$ cat src/rtl/struct_s.sv
// Shared types and constants for the PDU path: metadata record, action codes,
// and the PDU flit limit.
package struct_s;

  localparam int PDUID_WIDTH   = 8;
  localparam int ACTION_WIDTH  = 2;
  localparam int MAX_PDU_FLITS = 31;

  localparam logic [ACTION_WIDTH-1:0] ACTION_CHECK   = 2'd1;
  localparam logic [ACTION_WIDTH-1:0] ACTION_NOCHECK = 2'd2;

  typedef struct packed {
    logic [PDUID_WIDTH-1:0]  pdu_id;
    logic [ACTION_WIDTH-1:0] action;
    logic [4:0]              flits;
    logic [10:0]             pdu_size;
  } pdu_metadata_t;

  localparam int PDU_META_WIDTH = $bits(pdu_metadata_t);

  typedef enum logic [1:0] {
    ST_IDLE,
    ST_FWD,
    ST_TRUNC,
    ST_DISCARD
  } pdu_gen_state_e;

  function automatic logic [10:0] pdu_size_f(input logic [4:0] flits, input logic [5:0] empty);
    return {flits, 6'd0} - {5'd0, empty};
  endfunction

endpackage

$ cat src/rtl/pdu_gen.sv
// Segments classified packets into PDUs: pops action and pdu_id at sop, forwards
// flits with one cycle of latency, truncates long packets and emits one metadata word per PDU.
//  state      | meaning
//  ST_IDLE    | waiting for sop + action (+ pdu_id for CHECK); stray flits dropped
//  ST_FWD     | forwarding flits of the current PDU
//  ST_TRUNC   | PDU already closed at the flit limit; dropping the packet tail
//  ST_DISCARD | packet action is neither CHECK nor NOCHECK; dropping it
module pdu_gen
  import struct_s::*;
#(
  parameter int MAX_FLITS = MAX_PDU_FLITS
) (
  input  logic                      clk,
  input  logic                      rst,
  input  logic [511:0]              in_pkt_data,
  input  logic                      in_pkt_sop,
  input  logic                      in_pkt_eop,
  input  logic [5:0]                in_pkt_empty,
  input  logic                      in_pkt_valid,
  output logic                      in_pkt_ready,
  input  logic [ACTION_WIDTH-1:0]   in_meta_action,
  input  logic                      in_meta_valid,
  output logic                      in_meta_ready,
  input  logic [PDUID_WIDTH-1:0]    emptylist_data,
  input  logic                      emptylist_valid,
  output logic                      emptylist_ready,
  output logic [511:0]              pdu_gen_data,
  output logic                      pdu_gen_sop,
  output logic                      pdu_gen_eop,
  output logic [5:0]                pdu_gen_empty,
  output logic                      pdu_gen_valid,
  input  logic                      pdu_gen_ready,
  input  logic                      pdu_gen_almost_full,
  output logic [PDU_META_WIDTH-1:0] pdumeta_gen_data,
  output logic                      pdumeta_gen_valid,
  input  logic                      pdumeta_gen_ready,
  output logic [31:0]               stat_pkts,
  output logic [31:0]               stat_trunc,
  output logic [1:0]                err_sticky
);

  localparam logic [4:0] MAX_CNT = 5'(MAX_FLITS);

  pdu_gen_state_e          state_q, state_d;
  logic                    run_q, run_d;
  logic [4:0]              flit_cnt_q, flit_cnt_d;
  logic [PDUID_WIDTH-1:0]  pdu_id_q, pdu_id_d;
  logic [ACTION_WIDTH-1:0] action_q, action_d;
  logic [511:0]            out_data_q, out_data_d;
  logic                    out_sop_q, out_sop_d;
  logic                    out_eop_q, out_eop_d;
  logic [5:0]              out_empty_q, out_empty_d;
  logic                    out_valid_q, out_valid_d;
  pdu_metadata_t           meta_q, meta_d;
  logic                    meta_valid_q, meta_valid_d;
  logic [31:0]             stat_pkts_q, stat_pkts_d;
  logic [31:0]             stat_trunc_q, stat_trunc_d;
  logic [1:0]              err_q, err_d;

  logic                    is_check, is_fwd_act, start_ok;
  logic                    fwd_flit, first;
  logic [4:0]              cnt_next;
  logic [PDUID_WIDTH-1:0]  cur_id;
  logic [ACTION_WIDTH-1:0] cur_action;

  assign is_check   = (in_meta_action == ACTION_CHECK);
  assign is_fwd_act = is_check | (in_meta_action == ACTION_NOCHECK);
  // A pending metadata word blocks the next start, so the meta slot never double-loads.
  assign start_ok   = run_q & (state_q == ST_IDLE) & in_pkt_valid & in_pkt_sop & in_meta_valid &
                      ~meta_valid_q & ~pdu_gen_almost_full & (~is_check | emptylist_valid);

  always_comb begin
    state_d      = state_q;
    run_d        = 1'b1;
    flit_cnt_d   = flit_cnt_q;
    pdu_id_d     = pdu_id_q;
    action_d     = action_q;
    out_data_d   = out_data_q;
    out_sop_d    = 1'b0;
    out_eop_d    = 1'b0;
    out_empty_d  = '0;
    out_valid_d  = 1'b0;
    meta_d       = meta_q;
    meta_valid_d = meta_valid_q;
    stat_pkts_d  = stat_pkts_q;
    stat_trunc_d = stat_trunc_q;
    err_d        = err_q;
    in_pkt_ready    = 1'b0;
    in_meta_ready   = 1'b0;
    emptylist_ready = 1'b0;
    fwd_flit   = 1'b0;
    first      = 1'b0;
    cnt_next   = flit_cnt_q + 5'd1;
    cur_id     = pdu_id_q;
    cur_action = action_q;

    if (meta_valid_q && pdumeta_gen_ready) begin
      meta_valid_d = 1'b0;
      stat_pkts_d  = stat_pkts_q + 32'd1;
    end
    if (out_valid_q && !pdu_gen_ready) err_d[0] = 1'b1;

    case (state_q)
      ST_IDLE: begin
        in_pkt_ready    = run_q & (~in_pkt_sop | start_ok);
        in_meta_ready   = start_ok;
        emptylist_ready = start_ok & is_check;
        if (start_ok) begin
          if (is_fwd_act) begin
            fwd_flit   = 1'b1;
            first      = 1'b1;
            cnt_next   = 5'd1;
            cur_id     = is_check ? emptylist_data : '0;
            cur_action = in_meta_action;
          end else if (!in_pkt_eop) begin
            state_d = ST_DISCARD;
          end
        end
      end
      ST_FWD: begin
        in_pkt_ready = 1'b1;
        if (in_pkt_valid) begin
          if (in_pkt_sop) err_d[1] = 1'b1;
          fwd_flit = 1'b1;
        end
      end
      ST_TRUNC, ST_DISCARD: begin
        in_pkt_ready = 1'b1;
        if (in_pkt_valid) begin
          if (in_pkt_sop) err_d[1] = 1'b1;
          if (in_pkt_eop) state_d = ST_IDLE;
        end
      end
      default: state_d = ST_IDLE;
    endcase

    if (fwd_flit) begin
      flit_cnt_d  = cnt_next;
      pdu_id_d    = cur_id;
      action_d    = cur_action;
      out_valid_d = 1'b1;
      out_data_d  = in_pkt_data;
      out_sop_d   = first;
      if (in_pkt_eop || cnt_next == MAX_CNT) begin
        out_eop_d       = 1'b1;
        out_empty_d     = in_pkt_eop ? in_pkt_empty : 6'd0;
        meta_valid_d    = 1'b1;
        meta_d.pdu_id   = cur_id;
        meta_d.action   = cur_action;
        meta_d.flits    = cnt_next;
        meta_d.pdu_size = pdu_size_f(cnt_next, out_empty_d);
        state_d         = in_pkt_eop ? ST_IDLE : ST_TRUNC;
        if (!in_pkt_eop) stat_trunc_d = stat_trunc_q + 32'd1;
      end else begin
        state_d = ST_FWD;
      end
    end
  end

  always_ff @(posedge clk or negedge rst) begin
    if (!rst) begin
      state_q      <= ST_IDLE;
      run_q        <= 1'b0;
      flit_cnt_q   <= '0;
      pdu_id_q     <= '0;
      action_q     <= '0;
      out_data_q   <= '0;
      out_sop_q    <= 1'b0;
      out_eop_q    <= 1'b0;
      out_empty_q  <= '0;
      out_valid_q  <= 1'b0;
      meta_q       <= '0;
      meta_valid_q <= 1'b0;
      stat_pkts_q  <= '0;
      stat_trunc_q <= '0;
      err_q        <= '0;
    end else begin
      state_q      <= state_d;
      run_q        <= run_d;
      flit_cnt_q   <= flit_cnt_d;
      pdu_id_q     <= pdu_id_d;
      action_q     <= action_d;
      out_data_q   <= out_data_d;
      out_sop_q    <= out_sop_d;
      out_eop_q    <= out_eop_d;
      out_empty_q  <= out_empty_d;
      out_valid_q  <= out_valid_d;
      meta_q       <= meta_d;
      meta_valid_q <= meta_valid_d;
      stat_pkts_q  <= stat_pkts_d;
      stat_trunc_q <= stat_trunc_d;
      err_q        <= err_d;
    end
  end

  assign pdu_gen_data      = out_data_q;
  assign pdu_gen_sop       = out_sop_q;
  assign pdu_gen_eop       = out_eop_q;
  assign pdu_gen_empty     = out_empty_q;
  assign pdu_gen_valid     = out_valid_q;
  assign pdumeta_gen_data  = meta_q;
  assign pdumeta_gen_valid = meta_valid_q;
  assign stat_pkts         = stat_pkts_q;
  assign stat_trunc        = stat_trunc_q;
  assign err_sticky        = err_q;

endmodule

$ cat config.mk
export PLATFORM = sky130hd
export DESIGN_NAME = pdu_gen
export DESIGN_NICKNAME = d
export VERILOG_FILES = /design/src/rtl/struct_s.sv /design/src/rtl/pdu_gen.sv
export SDC_FILE = /design/constraint.sdc
export NUM_CORES = 1
export LEC_CHECK = 0
export CORE_AREA = 2 2 450 452
export DETAILED_ROUTE_END_ITERATION = 8
export DIE_AREA = 0 0 452 454
export PLACE_DENSITY = 0.3
export SYNTH_ARGS = -nofsm -noshare
export SYNTH_HDL_FRONTEND = slang
export SYNTH_SLANG_ARGS = --single-unit
$ cat constraint.sdc
create_clock -name clk -period 6.04 [get_ports clk]
set_input_delay 0.604 -clock clk [delete_from_list [all_inputs] [get_ports clk]]
set_output_delay 0.604 -clock clk [all_outputs]
set_load 0.1 [all_outputs]
==> results of run 1 <==
[cell type report]
type | instances | area [µm²] | area share (%)
tap | 2672 | 3340 | 7.93
antenna | 9 | 22.5 | 0.0534
timing repair buffer | 1190 | 11900 | 28.3
clock buffer | 144 | 2820 | 6.68
sequential | 632 | 15800 | 37.5
inverter | 21 | 88.8 | 0.211
multi-input combinational | 1849 | 7970 | 18.9
clock inverter | 18 | 191 | 0.454
[repair_timing]
action | 4_1_cts | 5_1_grt
hold endpoints to repair | 71 | 0
buffers inserted | 0 | 0
gates resized for setup | 0 | 0
hold buffers | 1 | 0
[worst register-to-register path, cell delays in order (launching register included)]
cell and delay [ns]:
sky130_fd_sc_hd__dfrtp_1 0.48, sky130_fd_sc_hd__ha_1 0.45, sky130_fd_sc_hd__nand4b_1 0.26, sky130_fd_sc_hd__nor4_1 0.98
sky130_fd_sc_hd__nor2b_1 0.61, sky130_fd_sc_hd__nand3_1 0.17, sky130_fd_sc_hd__xnor2_1 0.15
[synth_stat cells, types with 4 or more instances]
library cell,n,share of area [%]
sky130_fd_sc_hd__nand4_1,20,0.51
sky130_fd_sc_hd__and3_1,15,0.38
sky130_fd_sc_hd__mux2_4,8,0.49
sky130_fd_sc_hd__nor2_1,21,0.32
sky130_fd_sc_hd__clkbuf_1,58,0.89
sky130_fd_sc_hd__xor2_1,19,0.68
sky130_fd_sc_hd__xnor2_1,54,1.9
sky130_fd_sc_hd__inv_1,19,0.29
sky130_fd_sc_hd__nand2_1,1565,24
sky130_fd_sc_hd__ha_1,5,0.26
sky130_fd_sc_hd__mux2_2,12,0.55
sky130_fd_sc_hd__nor3_1,4,0.082
sky130_fd_sc_hd__o31ai_1,9,0.28
sky130_fd_sc_hd__o21ai_0,26,0.53
sky130_fd_sc_hd__buf_2,66,1.4
sky130_fd_sc_hd__nand3_1,40,0.82
sky130_fd_sc_hd__and4_1,6,0.22
sky130_fd_sc_hd__nand2b_1,4,0.10
sky130_fd_sc_hd__dfrtp_1,632,65
[through the flow]
stage                     cell area [µm²]  worst slack, ns  utilization [%]  hold slack [ns]  std cells
after global placement              39100             1.88             19.5            0.444       6363
after floorplan                     24400             1.41                -            0.308       2629
after global routing                42200             1.75             21.0            0.363       6534
final                               42200             1.96             21.0            0.421       6535
after detailed placement            39100             1.84             19.5            0.453       6363
after CTS                           42200             1.90             21.0            0.309       6526
[metal layers]
layer	wire length (µm)	share of wire [%]	track usage [%]	vias up
met5	229	0.17	0.350	-
met4	4220	3.2	5.00	22
met3	11000	8.3	4.74	195
met2	67400	50	21.7	705
met1	50600	38	13.9	10500
li1	-	-	-	10500
[worst max path at each step]
stage	endpoint	slack, ns	depth (start not counted)
floorplan	emptylist_ready	1.41	3
global placement	pdu_gen_data[283]	1.88	10
detailed placement	pdu_gen_data[222]	1.84	9
CTS	in_pkt_ready	1.90	8
global route	in_pkt_ready	1.75	8
finish	in_pkt_ready	1.96	8
[kinds of logic (layout without fill, tap and decap cells)]
logic type | after synthesis | after routing | share of synthesized area, %
AND/OR/NAND/NOR | 1701 | 1701 | 27.3
flip-flops | 632 | 632 | 64.7
buffers and inverters | 148 | 1373 | 2.70
XOR/XNOR | 73 | 73 | 2.62
AO/OA/AOI/OAI | 49 | 49 | 1.29
multiplexers | 20 | 20 | 1.04
adder cells (fa/ha/maj) | 5 | 5 | 0.256
other | 1 | 10 | 0.0153
[flip-flops by register name (all words and copies together), names as in the netlist]
signal             cells
pdu_gen_valid          1
run_q                  1
pdu_gen_data         512
stat_pkts             32
pdu_gen_empty          6
pdumeta_gen_valid      1
err_sticky             2
stat_trunc            32
pdu_gen_eop            1
state_q                2
pdu_id_q               8
flit_cnt_q             5
pdu_gen_sop            1
action_q               2
pdumeta_gen_data      26
[placed cells by master, fill, tap and decap left out, types with 21 or more instances in the layout]
master                            instances
sky130_fd_sc_hd__clkbuf_16               93
sky130_fd_sc_hd__o21ai_0                 26
sky130_fd_sc_hd__nand3_1                 40
sky130_fd_sc_hd__clkbuf_8                30
sky130_fd_sc_hd__xnor2_1                 54
sky130_fd_sc_hd__buf_4                   36
sky130_fd_sc_hd__nand2_1               1565
sky130_fd_sc_hd__clkbuf_1                21
sky130_fd_sc_hd__clkdlybuf4s50_1       1139
sky130_fd_sc_hd__nor2_1                  21
sky130_fd_sc_hd__dfrtp_1                632
==> flow_summary.json, run 1 <==
{
  "remaining_drc_errors": 0,
  "timing.hold.worst.start": "in_pkt_data[152]",
  "yosys.cell_types.count": 49,
  "start_util_pct": 12.2,
  "design.die.area_um2": 205000,
  "path_common_cell": "sky130_fd_sc_hd__clkdlybuf4s50_1",
  "timing.max_slew.rel_slack_pct": 14.4,
  "dieHeight_um": 454,
  "layout.filler_cells": 22200,
  "placement.io_buffers": 1154,
  "min_path_cells": 3,
  "cp_cell_sequence": "clkdlybuf4s50_1 -> inv_1 -> ha_1 -> nor2b_1 -> nor4b_2 -> o21ai_0 -> nand2_1 -> clkdlybuf4s50_1",
  "finalSetupTns_ns": 0,
  "floorplan.io_pins": 1155,
  "hpwlAfterDp_mm": 101,
  "critPathTopFamily": "buffers and inverters",
  "combined_area_of_all_synthesized_cells_um2": 24400,
  "wirelength_mm": 134,
  "cp_num_buf_inv": 3,
  "cts.clk_slew.worst_paths_ns": 0.06,
  "num-nets-final": 4330,
  "yosysSeqAreaShare_pct": 64.7,
  "worstSetupPathType": "input pin to output pin",
  "cts_max_level": 3,
  "clock_sinks": 632,
  "initial_antenna_violation_count": 31,
  "register_bit_count_reported_by_yosys": 632,
  "postSynthCellCount": 2629,
  "cts.path.max_buffers": 3,
  "clock_tree.root_cell": "sky130_fd_sc_hd__clkbuf_16",
  "critPathRequiredTime_ns": 5.44,
  "largest_net_degree_at_the_start_of_global_routing": 171,
  "wl_per_cell_um": 20.4,
  "finalClockSkew_ns": 0.0396,
  "grt.overflow.total": 0,
  "synthesis.nets": 3172,
  "fp.dieW_um": 452,
  "cts_made_buffers": 93,
  "rrSetupSlack_ns": 2.85,
  "finalWeightedCongestion": 0.799,
  "setup_repair_after_global_routing_missed_its_margin": "false",
  "worst_r2r_startpoint": "flit_cnt_q[0]",
  "area_delta_synth_final_pct": 72.7,
  "worst_r2r_endpoint": "stat_trunc[18]",
  "post_route_cells_drive_above_1_share_pct": 5.73,
  "hold_viol_final": 0,
  "commonest_register_cell_after_synthesis": "sky130_fd_sc_hd__dfrtp_1",
  "timing.critical_path.slowest_cell_delay_ns": 1.13,
  "route.antenna.remaining_nets": 0,
  "synthesized_area_divided_by_synthesized_cell_count_um2": 9.29,
  "cts_tree": "done",
  "critPathLaunchType": "input pin",
  "min_period_over_period_pct": 67.5,
  "setup_violations": 0,
  "routed-via-count": 21900,
  "critPathSlowestCell": "sky130_fd_sc_hd__clkdlybuf4s50_1",
  "worst-slew-pin-transition_ns": 1.28,
  "worstSkewPairLatency_ns": 0.71,
  "asyncSetResetFlopFracSynth_pct": 100,
  "drv_cap": 0,
  "time_the_final_worst_path_needs_with_i_o_delays_and_setup_ns": 4.08,
  "run_status": "complete, no violations",
  "critical_path.startpoint": "in_meta_action[1]",
  "grt_pass1_wl_mm": 184,
  "synth_enable_flop_cells": 0,
  "via_per_inst": 3.35,
  "groute.usage.overall_pct": 12.6,
  "worst_hold_path.endpoint": "pdu_gen_data[152]",
  "drt-initial-drc-count": 1056,
  "critical_path.endpoint_type": "output pin",
  "yosysWarningCount": 0,
  "num_rows": 165,
  "fmax_ghz": 0.245,
  "drt-pass1-iter-count": 5,
  "critical_path_arrival_ns": 3.47,
  "worst-r2r-cell-count": 6,
  "floorplan.core_area_um2": 201000,
  "timing.hold.worst.class": "input pin to flop",
  "maxSlewViolCount": 0,
  "number_of_global_route_vias_before_repair": 22600,
  "cp_max_fo": 10
}
Power of run 1 is not shown: default switching activity piles up to over one toggle a cycle in this logic, so the estimate is an artifact.
==> run 2, diff against run 1 <==
- CORE_AREA: 2 2 450 452 -> 2 2 454 456
- DIE_AREA: 0 0 452 454 -> 0 0 456 458
- clock period: 6.04 -> 3.25 ns (I/O delays scaled with it)
==> run 2 against run 1 <==
Net effect:
- critical path depth decreased by 2
- design area decreased by 0.26%
- cell count increased by 0.78%
- sequential cell count unchanged
- wire length increased by 4.6%
- via count increased by 0.67%
==> flow_summary.json, run 2 (synthesis gave the netlist of run 1 again) <==
{
  "drt-pass1-iter-count": 6,
  "worst-slew-pin-transition_ns": 1.08,
  "worst_r2r_startpoint": "flit_cnt_q[1]",
  "clock_sinks": 632,
  "critical_path_arrival_ns": 2.52,
  "worstSetupPathType": "flop to output pin",
  "critical_path.endpoint_type": "output pin",
  "rrSetupSlack_ns": 0.66,
  "critPathSlowestCell": "sky130_fd_sc_hd__dfrtp_1",
  "timing.critical_path.slowest_cell_delay_ns": 0.50,
  "finalWeightedCongestion": 0.815,
  "hpwlAfterDp_mm": 109,
  "setup_repair_after_global_routing_missed_its_margin": "false",
  "crit_end": "in_pkt_ready",
  "layout.cells.most_common": "sky130_fd_sc_hd__nand2_1",
  "stdcell_area_um2": 42100,
  "met3WireLength_mm": 10.6,
  "finalClockSkew_ns": 0.0357,
  "grt_pass1_wl_mm": 194,
  "dieHeight_um": 458,
  "floorplan.io_pins": 1155,
  "run_status": "complete, no violations",
  "route.antenna.remaining_nets": 0,
  "hold_viol_final": 0,
  "clock_tree.root_cell": "sky130_fd_sc_hd__clkbuf_16",
  "timing.max_slew.rel_slack_pct": 27.8,
  "via_per_inst": 3.35,
  "num-nets-final": 4365,
  "area_delta_synth_final_pct": 72.2,
  "setup_violations": 0,
  "critical_path.startpoint": "state_q[1]",
  "cts.path.max_buffers": 3,
  "cp_cell_sequence": "nor2_1 -> nor4b_4 -> buf_4 -> o21ai_0 -> nand2_4 -> buf_12",
  "min_period_over_period_pct": 87.6,
  "cp_num_buf_inv": 2,
  "number_of_instances_resized_during_post_cts_repair": 0,
  "number_of_global_route_vias_before_repair": 23000,
  "groute.usage.overall_pct": 13.1,
  "cts.clk_slew.worst_paths_ns": 0.06,
  "dpl-instance-area_um2": 39000,
  "placement.io_buffers": 1154,
  "wl_met2_mm": 74.1,
  "cp_max_fo": 10,
  "floorplan.core_area_um2": 204000,
  "start_util_pct": 12.0,
  "cts_max_level": 3,
  "wl_per_cell_um": 21.2,
  "design.die.area_um2": 209000,
  "route.top_layer_used": "met5",
  "largest_net_degree_at_the_start_of_global_routing": 76,
  "num_rows": 166,
  "fmax_ghz": 0.351,
  "critPathTopFamily": "simple AND/OR/NAND/NOR gates",
  "largest_reg_flops": 512,
  "critPathLaunchType": "flop",
  "worst_r2r_endpoint": "stat_trunc[28]",
  "cts_tree": "done",
  "post_route_cells_drive_above_1_share_pct": 13.6,
  "grt.overflow.total": 0,
  "worstSkewPairLatency_ns": 0.74,
  "routed-via-count": 22100,
  "routedLengthMet1_mm": 51.6,
  "drt-initial-drc-count": 1065,
  "mostFrequentLayoutCells": "sky130_fd_sc_hd__nand2_1, sky130_fd_sc_hd__clkdlybuf4s50_1, sky130_fd_sc_hd__dfrtp_1",
  "timing.hold.worst.class": "input pin to flop",
  "cts_made_buffers": 89,
  "worst-r2r-cell-count": 8,
  "finalSetupTns_ns": 0,
  "wirelength_mm": 140,
  "fp.dieW_um": 456,
  "time_the_final_worst_path_needs_with_i_o_delays_and_setup_ns": 2.85,
  "maxSlewViolCount": 0,
  "remaining_drc_errors": 0,
  "critPathRequiredTime_ns": 2.92,
  "drv_cap": 0,
  "timing.critical_path.depth": 6,
  "initial_antenna_violation_count": 46
}
-- run 2: changes by cell type in the layout (fill, tap and decap cells not counted), sizes merged --
| cell | change |
|---|---|
| bufinv | +2 |
| inv | -2 |
| dlygate4sd3 | +1 |
| clkdlybuf4s50 | -273 |
| clkbuf | -3 |
| clkinv | +3 |
| buf | +311 |
| clkinvlp | -4 |
-- run 2: stage by stage --
stage,instances,hold WS (ns),utilization (%),worst slack [ns]
finish,6586,0.117,20.6,0.404
global route,6579,0.0616,20.6,0.209
CTS,6577,0.00335,20.6,0.251
detailed placement,6417,0.362,19.2,0.126
global placement,6417,0.363,19.2,0.175
floorplan,2629,0.0294,-,0.0600
-- run 2: layout make-up --
type                            count  area, µm²
Antenna cell                        9       22.5
Tap cell                         2688       3360
Sequential cell                   632      15800
Multi-Input combinational cell   1849       7990
Fill cell                       22500     162000
Clock inverter                     17        315
Timing Repair Buffer             1229      11800
Clock buffer                      141       2690
Inverter                           21       88.8
-- run 2: worst min-delay path by stage --
stage / startpoint / to / slack [ns] / cells past startpoint
5_1_grt: in_pkt_data[106] / pdu_gen_data[106] / 0.06 / 3
3_5_place_dp: rst / pdu_gen_data[288] / 0.36 / 1
4_1_cts: in_pkt_data[465] / pdu_gen_data[465] / 0.003 / 3
2_1_floorplan: rst / action_q[0] / 0.03 / 0
3_3_place_gp: rst / pdu_gen_data[288] / 0.36 / 1
6_report: in_pkt_data[211] / pdu_gen_data[211] / 0.12 / 3
-- run 2: repair_timing --
item                      4_1_cts  5_1_grt
setup buffers                   0        0
hold endpoints to repair       36        0
hold buffers                    2        0
-- run 2: routing by layer --
layer,up-vias,track usage (%)
met5,-,0
met4,46,3.47
met3,196,4.80
met2,623,24.2
met1,10600,13.9
li1,10500,-
-- run 2: worst min-delay path: cells and delay by family --
family                 cells  cell delay [ns]
and+or+nand+nor            2             0.10
buffers and inverters      1             0.39
Power of run 2 is left out for the same reason.
==> run 3, diff against run 2 <==
- CELL_PAD_IN_SITES_DETAIL_PLACEMENT: unset -> 1
- CELL_PAD_IN_SITES_GLOBAL_PLACEMENT: unset -> 2
- CORE_AREA: 2 2 454 456 -> 2 2 449 451
- DIE_AREA: 0 0 456 458 -> 0 0 451 453
- PLACE_DENSITY: 0.3 -> 0.47
- TNS_END_PERCENT: unset -> 30
- clock period: 3.25 -> 2.3 ns (I/O delays scaled with it)
==> run 3 against run 2 <==
Net effect:
- the run now ends with negative setup slack left
- via count grew 11%
- cell count is 6.9% higher
- sequential cell count unchanged
- clock-buffer cell count rose by 5
- critical path depth increased by 4
- non-clock buffer count rose by 479
- largest cell class is now buffers
==> flow_summary.json, run 3 (synthesis gave the netlist of run 1 again) <==
{
  "drv_cap": 0,
  "floorplan.io_pins": 1155,
  "drt-initial-drc-count": 1190,
  "finalWeightedCongestion": 0.829,
  "largest_reg_flops": 512,
  "hold_viol_final": 0,
  "initial_antenna_violation_count": 24,
  "clock_tree.root_cell": "sky130_fd_sc_hd__clkbuf_16",
  "groute.usage.overall_pct": 13.8,
  "wirelength_mm": 153,
  "stdcell_area_um2": 46700,
  "min_period_over_period_pct": 108,
  "worstSetupPathType": "flop to flop",
  "grt_pass1_wl_mm": 203,
  "num-nets-final": 4849,
  "dieHeight_um": 453,
  "setup_repair_after_global_routing_missed_its_margin": "true",
  "dpl-instance-area_um2": 38900,
  "num_rows": 164,
  "grt.overflow.total": 0,
  "number_of_global_route_vias_before_repair": 25800,
  "fmax_ghz": 0.402,
  "maxSlewViolCount": 0,
  "timing.hold.worst.class": "input pin to flop",
  "remaining_drc_errors": 0,
  "worst-slew-pin-transition_ns": 0.616,
  "clock_sinks": 632,
  "setup_violations": 425,
  "start_util_pct": 12.3,
  "wl_per_cell_um": 21.7,
  "pre_cts_ws_ns": -0.705,
  "cts.clk_slew.worst_paths_ns": 0.06,
  "post_route_cells_drive_above_1_share_pct": 24.5,
  "critical_path_arrival_ns": 3.06,
  "run_status": "complete, but fails checks",
  "hpwlAfterDp_mm": 115,
  "via_per_inst": 3.48,
  "largest_net_degree_at_the_start_of_global_routing": 92,
  "routed-via-count": 24500,
  "critPathRequiredTime_ns": 2.87,
  "time_the_final_worst_path_needs_with_i_o_delays_and_setup_ns": 2.49,
  "postLayoutSetupSlackWorst_ns": -0.185,
  "floorplan.core_area_um2": 199000,
  "fp.dieW_um": 451,
  "finalClockSkew_ns": 0.0269,
  "area_delta_synth_final_pct": 91.2,
  "cts_made_buffers": 91,
  "timing.max_slew.rel_slack_pct": 58.9,
  "critical_path.endpoint_type": "flop",
  "cp_max_fo": 9,
  "drt-pass1-iter-count": 5,
  "layout.cells.most_common": "sky130_fd_sc_hd__nand2_1",
  "cts.path.max_buffers": 3,
  "rrSetupSlack_ns": -0.19,
  "worstSkewPairLatency_ns": 0.70,
  "route.antenna.remaining_nets": 0,
  "critPathLaunchType": "flop",
  "design.die.area_um2": 204000,
  "placement.io_buffers": 1154,
  "cts_max_level": 3,
  "mostFrequentLayoutCells": "sky130_fd_sc_hd__nand2_1, sky130_fd_sc_hd__buf_4, sky130_fd_sc_hd__dfrtp_1",
  "failed_checks": "negative setup slack",
  "cts_tree": "done"
}
==> run 3: cell types whose count changed in the layout (fill, tap and decap cells not counted), sizes merged, moves of 2 or more <==
cell / before / now
buf: 361 / 816
clkdlybuf4s50: 866 / 535
dlygate4sd3: 2 / 333
clkbuf: 141 / 169
clkinv: 11 / 15
bufinv: 4 / 2
inv: 23 / 25
==> run 3: worst max-delay path, stage by stage (launching register included) <==
cell and delay [ns]:
sky130_fd_sc_hd__dfrtp_4 0.47, sky130_fd_sc_hd__nand4bb_4 0.22, sky130_fd_sc_hd__buf_4 0.16, sky130_fd_sc_hd__buf_4 0.12
sky130_fd_sc_hd__buf_4 0.13, sky130_fd_sc_hd__nor4_4 0.30, sky130_fd_sc_hd__buf_6 0.17, sky130_fd_sc_hd__o31a_4 0.15
sky130_fd_sc_hd__or2_4 0.23, sky130_fd_sc_hd__inv_6 0.10, sky130_fd_sc_hd__mux2_4 0.30
==> run 3: final timing paths <==
| path | from | end | depth (start not counted) |
|---|---|---|---|
| worst min register to register | pdu_gen_data[219] | pdu_gen_data[219] | 2 |
| max in group asynchronous | rst | pdu_gen_data[466] | 3 |
| worst min-delay path | in_pkt_data[113] | pdu_gen_data[113] | 3 |
| min in group asynchronous | rst | pdu_gen_data[335] | 3 |
| worst max-delay path | pdumeta_gen_valid | pdumeta_gen_data[23] | 10 |
| worst max register to register | pdumeta_gen_valid | pdumeta_gen_data[23] | 10 |
==> run 3: per-stage QoR <==
step	TNS (ns)	instances	hold slack (ns)	utilization, %
after floorplan	-14.48	2629	-0.0656	-
after global placement	-357.79	6476	0.133	19.5
after detailed placement	-344.57	6476	0.137	19.5
after CTS	-0.534	6974	0.0000274	22.7
after global routing	-65.97	7039	0.0229	23.4
final	-27.20	7041	0.0863	23.4
==> run 3: what timing repair did <==
item	CTS	global route
pin swaps	4	8
setup endpoints to repair	44	221
hold endpoints to repair	845	1
hold buffers	332	1
buffers inserted	3	24
gates resized for setup	11	114
gates cloned	0	34
==> run 3: routing by layer <==
metal | vias to the layer above | wire [µm] | share of wire, % | GRT usage, %
li1 | 11500 | - | - | -
met1 | 12100 | 64900 | 43 | 17.1
met2 | 675 | 74900 | 49 | 23.4
met3 | 173 | 8930 | 5.9 | 3.76
met4 | 6 | 3910 | 2.6 | 3.99
met5 | - | 36 | 0.024 | 0
==> run 3: area by class of cell <==
type                    instances  area (µm²)
fillers                     23100      153000
repair buffers               1708       16200
flip-flops and latches        632       15800
multi-input cells            1849        8190
well taps                    2656        3320
clock buffers                 146        2770
clock inverters                18         189
inverters                      21         104
repair inverters                3        33.8
diodes                          8        20.0
Power of run 3 is left out for the same reason.
